**config.mk**
```make
export PLATFORM = sky130hd
export DESIGN_NAME = seq_divider
export DESIGN_NICKNAME = d
export VERILOG_FILES = /design/src/rtl/seq_divider.sv
export SDC_FILE = /design/constraint.sdc
export NUM_CORES = 1
export LEC_CHECK = 0
export ABC_CLOCK_PERIOD_IN_PS = 5600
export CORE_AREA = 5 5 182 184
export CTS_CLUSTER_DIAMETER = 40
export DETAILED_ROUTE_END_ITERATION = 8
export DIE_AREA = 0 0 187 189
export DONT_BUFFER_PORTS = 1
export GPL_ROUTABILITY_DRIVEN = 1
export PLACE_DENSITY = 0.41
export SYNTH_ARGS = -nofsm -noshare
export SYNTH_HDL_FRONTEND = slang
export SYNTH_SLANG_ARGS = --single-unit
```
**constraint.sdc**
```tcl
create_clock -name clk -period 5.6 [get_ports clk]
set_input_delay 1.12 -clock clk [delete_from_list [all_inputs] [get_ports clk]]
set_output_delay 1.12 -clock clk [all_outputs]
set_load 0.03 [all_outputs]
```
**src/rtl/seq_divider.sv**
```systemverilog
// Sequential signed divider: 2W-bit dividend by W-bit divisor.
// It uses one restoring step per cycle on unsigned magnitudes, then fixes the signs.
// Quotient and remainder are W bits. The quotient truncates toward zero and the
// remainder takes the sign of the dividend. Overflow saturates the quotient.
module seq_divider #(
    parameter int DATA_WIDTH = 16
) (
    input  logic                           clk,
    input  logic                           rst,
    input  logic                           start,
    input  logic signed [2*DATA_WIDTH-1:0] dividend,
    input  logic signed [DATA_WIDTH-1:0]   divisor,
    output logic                           busy,
    output logic                           done,
    output logic signed [DATA_WIDTH-1:0]   quotient,
    output logic signed [DATA_WIDTH-1:0]   remainder,
    output logic                           overflow,
    output logic                           div_by_zero
);

    localparam int W  = DATA_WIDTH;
    localparam int CW = (W > 1) ? $clog2(W) : 1;

    // Largest quotient magnitudes that still fit in W signed bits.
    localparam logic [W-1:0] MAG_POS_MAX = {1'b0, {(W-1){1'b1}}};
    localparam logic [W-1:0] MAG_NEG_MAX = {1'b1, {(W-1){1'b0}}};

    typedef enum logic [2:0] {
        IDLE,
        LOAD,
        CALC,
        FIX,
        DONE
    } state_t;

    state_t state;
    logic [CW-1:0] cnt;
    logic          short_q;

    // Operands captured when start is accepted.
    logic signed [2*W-1:0] dvd_q;
    logic signed [W-1:0]   dvs_q;

    // Magnitude datapath. {rem_q, quot_q} is the 2W-bit shift register.
    logic [W-1:0] rem_q;
    logic [W-1:0] quot_q;
    logic [W-1:0] mag_d;
    logic         neg_n;
    logic         neg_d;

    logic [2*W-1:0] dvd_mag_c;
    logic [W-1:0]   dvs_mag_c;
    logic           dvs_zero_c;
    logic           pre_ovf_c;
    logic           q_neg_c;
    logic [W:0]     wide_c;
    logic [W+1:0]   trial_c;
    logic           fits_c;
    logic [W-1:0]   rem_nxt;
    logic [W-1:0]   quot_nxt;
    logic           unused_trial_bit;

    // The unsigned magnitude of a 2W-bit value. The most negative value maps onto its exact magnitude.
    function automatic logic [2*W-1:0] mag_wide(input logic signed [2*W-1:0] v);
        logic [2*W-1:0] u;
        u = v;
        return u[2*W-1] ? -u : u;
    endfunction

    // The unsigned magnitude of a W-bit value.
    function automatic logic [W-1:0] mag_narrow(input logic signed [W-1:0] v);
        logic [W-1:0] u;
        u = v;
        return u[W-1] ? -u : u;
    endfunction

    // The saturated quotient for a result that does not fit in W signed bits.
    function automatic logic signed [W-1:0] sat_limit(input logic neg);
        return neg ? $signed(MAG_NEG_MAX) : $signed(MAG_POS_MAX);
    endfunction

    // True when an unsigned quotient magnitude is out of range for its sign.
    function automatic logic quot_ovf(input logic [W-1:0] mag, input logic neg);
        return neg ? (mag > MAG_NEG_MAX) : (mag > MAG_POS_MAX);
    endfunction

    // Applies a sign to an unsigned magnitude.
    function automatic logic signed [W-1:0] apply_sign(input logic [W-1:0] mag, input logic neg);
        return neg ? $signed(-mag) : $signed(mag);
    endfunction

    assign dvd_mag_c  = mag_wide(dvd_q);
    assign dvs_mag_c  = mag_narrow(dvs_q);
    assign dvs_zero_c = (dvs_q == '0);
    // The quotient needs more than W bits when the top half of |dividend| is not below |divisor|.
    assign pre_ovf_c  = (dvd_mag_c[2*W-1:W] >= dvs_mag_c);
    assign q_neg_c    = neg_n ^ neg_d;

    // One restoring step. rem_q is always below mag_d, so the accepted difference fits in W bits.
    assign wide_c           = {rem_q, quot_q[W-1]};
    assign trial_c          = {1'b0, wide_c} - {2'b00, mag_d};
    assign fits_c           = ~trial_c[W+1];
    assign rem_nxt          = fits_c ? trial_c[W-1:0] : wide_c[W-1:0];
    assign quot_nxt         = {quot_q[W-2:0], fits_c};
    assign unused_trial_bit = trial_c[W];

    // Operand capture and the magnitude shift/subtract datapath. These registers have no reset.
    always_ff @(posedge clk) begin
        if (state == IDLE && start) begin
            dvd_q <= dividend;
            dvs_q <= divisor;
        end
        if (state == LOAD && !short_q) begin
            {rem_q, quot_q} <= dvd_mag_c;
            mag_d           <= dvs_mag_c;
            neg_n           <= dvd_q[2*W-1];
            neg_d           <= dvs_q[W-1];
        end else if (state == CALC) begin
            rem_q  <= rem_nxt;
            quot_q <= quot_nxt;
        end
    end

    // Control FSM with registered status, flag and result outputs.
    always_ff @(posedge clk or posedge rst) begin
        if (rst) begin
            state       <= IDLE;
            cnt         <= '0;
            short_q     <= 1'b0;
            busy        <= 1'b0;
            done        <= 1'b0;
            quotient    <= '0;
            remainder   <= '0;
            overflow    <= 1'b0;
            div_by_zero <= 1'b0;
        end else begin
            unique case (state)
                IDLE: begin
                    if (start) begin
                        state <= LOAD;
                        busy  <= 1'b1;
                    end
                end
                LOAD: begin
                    cnt <= '0;
                    if (!short_q) begin
                        overflow    <= 1'b0;
                        div_by_zero <= 1'b0;
                        // The zero-divisor and pre-overflow exits take a second LOAD cycle.
                        // Both exits then finish two edges after start, before any CALC step.
                        if (dvs_zero_c || pre_ovf_c) begin
                            short_q <= 1'b1;
                        end else begin
                            state <= CALC;
                        end
                    end else begin
                        short_q   <= 1'b0;
                        state     <= DONE;
                        done      <= 1'b1;
                        remainder <= '0;
                        if (dvs_zero_c) begin
                            div_by_zero <= 1'b1;
                            quotient    <= '0;
                        end else begin
                            overflow <= 1'b1;
                            quotient <= sat_limit(q_neg_c);
                        end
                    end
                end
                CALC: begin
                    cnt <= cnt + CW'(1);
                    if (cnt == CW'(W - 1)) begin
                        state <= FIX;
                    end
                end
                FIX: begin
                    state <= DONE;
                    done  <= 1'b1;
                    if (quot_ovf(quot_q, q_neg_c)) begin
                        overflow  <= 1'b1;
                        quotient  <= sat_limit(q_neg_c);
                        remainder <= '0;
                    end else begin
                        quotient  <= apply_sign(quot_q, q_neg_c);
                        remainder <= apply_sign(rem_q, neg_n);
                    end
                end
                DONE: begin
                    state <= IDLE;
                    done  <= 1'b0;
                    busy  <= 1'b0;
                end
                default: begin
                    state <= IDLE;
                    busy  <= 1'b0;
                    done  <= 1'b0;
                end
            endcase
        end
    end

endmodule

```
==> results_dict.tcl <==
set metrics [dict create \
    cts_sinks 142 \
    rsz0062_at_grt "no" \
    postSynthCellCount 769 \
    grt_pass1_wl_um 33100 \
    die-area_um2 35300 \
    insertion_delay_ns 0.44 \
    fin_skew_ns 0.0156 \
    io_buffer_count 0 \
    cts.repair.resized 0 \
    layout_commonest_cell "edfxtp_1" \
    synthMuxAreaShare_pct 0.892 \
    core_region_area_um2 31200 \
    period_share_pct 73.8 \
    min_path_cells 2 \
    yosys.area_share.simple_pct 13.5 \
    syn-num-nets 858 \
    cellPowerDensity_nw_per_um2 636 \
    yosys_warnings 0 \
    grt_max_degree 49 \
    arrival_ns 4.43 \
    period_needed_ns 4.13 \
    io_pins 87 \
    ctsHoldBuffers 0 \
    maxCapViolations 0 \
    synth_seq_cells 142 \
    critical_path_required_ns 5.90 \
    r2r_cells 12 \
    hold_violations 0 \
    grt_usage_pct 11.8 \
    worst_pin_slew_ns 1.16 \
    cts_tree "done" \
    final_cell_mix "edfxtp_1, nand2_1, o21ai_0" \
    drt-initial-drc-count 287 \
    core.rowCount 65 \
    slew_violations 0 \
    synthFlopType "edfxtp_1" \
    place_area_um2 8430 \
    seq_area_frac_synth_pct 50.6 \
    slew_headroom_pct 22.0 \
    clkSlewWorstSetupHoldPaths_ns 0.07 \
    die_h_um 189 \
    clockRootBuffer "clkbuf_16" \
    fp.dieW_um 187 \
    synthAdderAreaFrac_pct 6.04 \
    finalSetupViolCount 0 \
    synthArstFlopShare_pct 31.0 \
    p_leak_nw 3.49 \
    drc 0 \
    cts_inserted_buffers 17 \
    max_freq_mhz 242 \
    vias 5531 \
    grt_pass1_vias 5647 \
    cp_max_fo 5 \
    synth_edf_count 98 \
    fin_area_um2 9020 \
    ant_nets 0 \
    synth_xor_area_share_pct 8.76 \
    vdd_drop_max_v 0.000238 \
    final_layout_size_suffix_gt1_share_pct 7.95 \
    hold_class "reg2reg" \
    diodes 0 \
    antenna_found_initial 0 \
    h-tree-depth 4 \
    drt-total-wl_um 20400 \
    synth.distinct_cells 68 \
    fin_setup_tns_ns 0 \
    viasPerCell 4.68 \
    start_util_pct 25.6 \
    clockBufferDepth 2 \
    post_cts_buffers 0 \
    nNetsFinal 856 \
    wire_per_inst_um 17.3 \
    syn_avg_cell_area_um2 10.4 \
    syn_area_um2 8000 \
    grt-ovfl-total 0 \
    place.gp.congestion 0.809 \
    dr.pass1.iters 5 \
    cp-end-kind "flip-flop" \
    hpwl_um 15500 \
    synth_top_family_by_area "compound AO/OA/AOI/OAI gates" \
    start_kind "flip-flop" \
    synth_compound_area_share_pct 16.5 \
    area_growth_pct 12.8 \
    status "complete, no violations" \
    crit_type "reg2reg" \
]
==> report_power, final <==
part           leakage, nW  internal [mW]  switching (mW)
Combinational         1.74          0.913            1.30
Sequential            1.48           1.69           0.683
Clock                0.270          0.663           0.483
Total                 3.49           3.26            2.47
==> routing by layer <==
metal | wire (um) | vias up | track usage (%)
met5 | 0 | - | 0
met4 | 324 | 0 | 3.92
met3 | 968 | 24 | 3.41
met2 | 8530 | 112 | 17.1
met1 | 10600 | 2588 | 17.0
li1 | - | 2807 | -
==> synth_stat cells, drive strengths merged (2+ instances only) <==
library cell / count / share of area [%]
nand3: 9 / 0.63
nand2: 81 / 3.8
ha: 37 / 5.8
o41ai: 8 / 0.97
edfxtp: 98 / 37
a31oi: 9 / 0.70
a21o: 11 / 1.0
nor3: 17 / 1.1
a21oi: 38 / 2.4
o21a: 6 / 0.56
nand4: 4 / 0.31
o211ai: 4 / 0.38
and2: 2 / 0.16
nand2b: 9 / 0.70
buf: 5 / 0.36
a221o: 15 / 1.9
a22oi: 3 / 0.28
o21ai: 69 / 4.3
or4b: 4 / 0.55
nand3b: 2 / 0.19
xnor2: 31 / 3.4
nor4: 4 / 0.31
a211oi: 3 / 0.28
or3: 4 / 0.44
o2111ai: 2 / 0.22
nor2b: 4 / 0.31
or2: 5 / 0.39
and3: 2 / 0.16
xor2: 49 / 5.4
dfrtp: 44 / 14
or4: 11 / 1.2
nor2: 65 / 3.1
o22ai: 2 / 0.16
clkbuf: 21 / 1.1
inv: 48 / 2.3
o31ai: 18 / 1.7
mux2i: 6 / 0.75
==> through the flow <==
stage	worst slack [ns]	utilization [%]	std cells	hold WS (ns)	total power, mW
2_1_floorplan	0.620	-	769	0.446	3.99
5_1_grt	1.27	28.9	1182	0.601	6.23
3_3_place_gp	1.56	27.0	1150	0.530	4.64
6_report	1.47	28.9	1182	0.558	5.73
4_1_cts	1.45	28.9	1182	0.553	5.82
3_5_place_dp	1.44	27.0	1150	0.536	4.64
==> critical path, cell delays in order, from the launching register on <==
cell      delay [ns]
edfxtp_1        0.44
or4_4           0.58
or4b_1          0.59
or4b_4          0.56
o41ai_2         0.34
xnor2_1         0.14
ha_1            0.31
nand4_1         0.14
nor2_1          0.19
a21oi_1         0.09
o211a_1         0.11
a31oi_1         0.41
nor3_1          0.09
==> final cells by class <==
| type | instances | area, um2 |
|---|---|---|
| inverter | 49 | 184 |
| sequential | 142 | 4040 |
| fill | 3313 | 22200 |
| clock buffer | 18 | 429 |
| clock inverter | 14 | 159 |
| multi-input combinational | 552 | 3660 |
| timing repair buffer | 5 | 37.5 |
| tap | 402 | 503 |
==> path summary, 6_finish.rpt <==
check                      startpoint       endpoint  slack [ns]
max                          dvd_q[6]       state[1]        1.47
min                            cnt[1]         cnt[1]        0.56
max reg2reg                  dvd_q[6]       state[1]        1.47
min reg2reg                    cnt[1]         cnt[1]        0.56
max in group asynchronous         rst  remainder[13]        4.22
min in group asynchronous         rst    quotient[0]        0.77
==> sequential cells by signal, indices dropped and copies added, names as in the netlist, 4 cells and up <==
signal and flops:
dvd_q 32, dvs_q 16, mag_d 16, quot_q 16, quotient 16, rem_q 16, remainder 16, cnt 4
==> cells by family (layout without fill, tap and decap cells) <==
family / after synthesis / in the layout
mux: 7 / 7
flops: 142 / 142
buf+inv: 75 / 86
xor+xnor: 80 / 80
simple gates: 225 / 225
fa+ha+maj: 38 / 38
compound gates: 202 / 202
(Power assumes the default switching activity.)
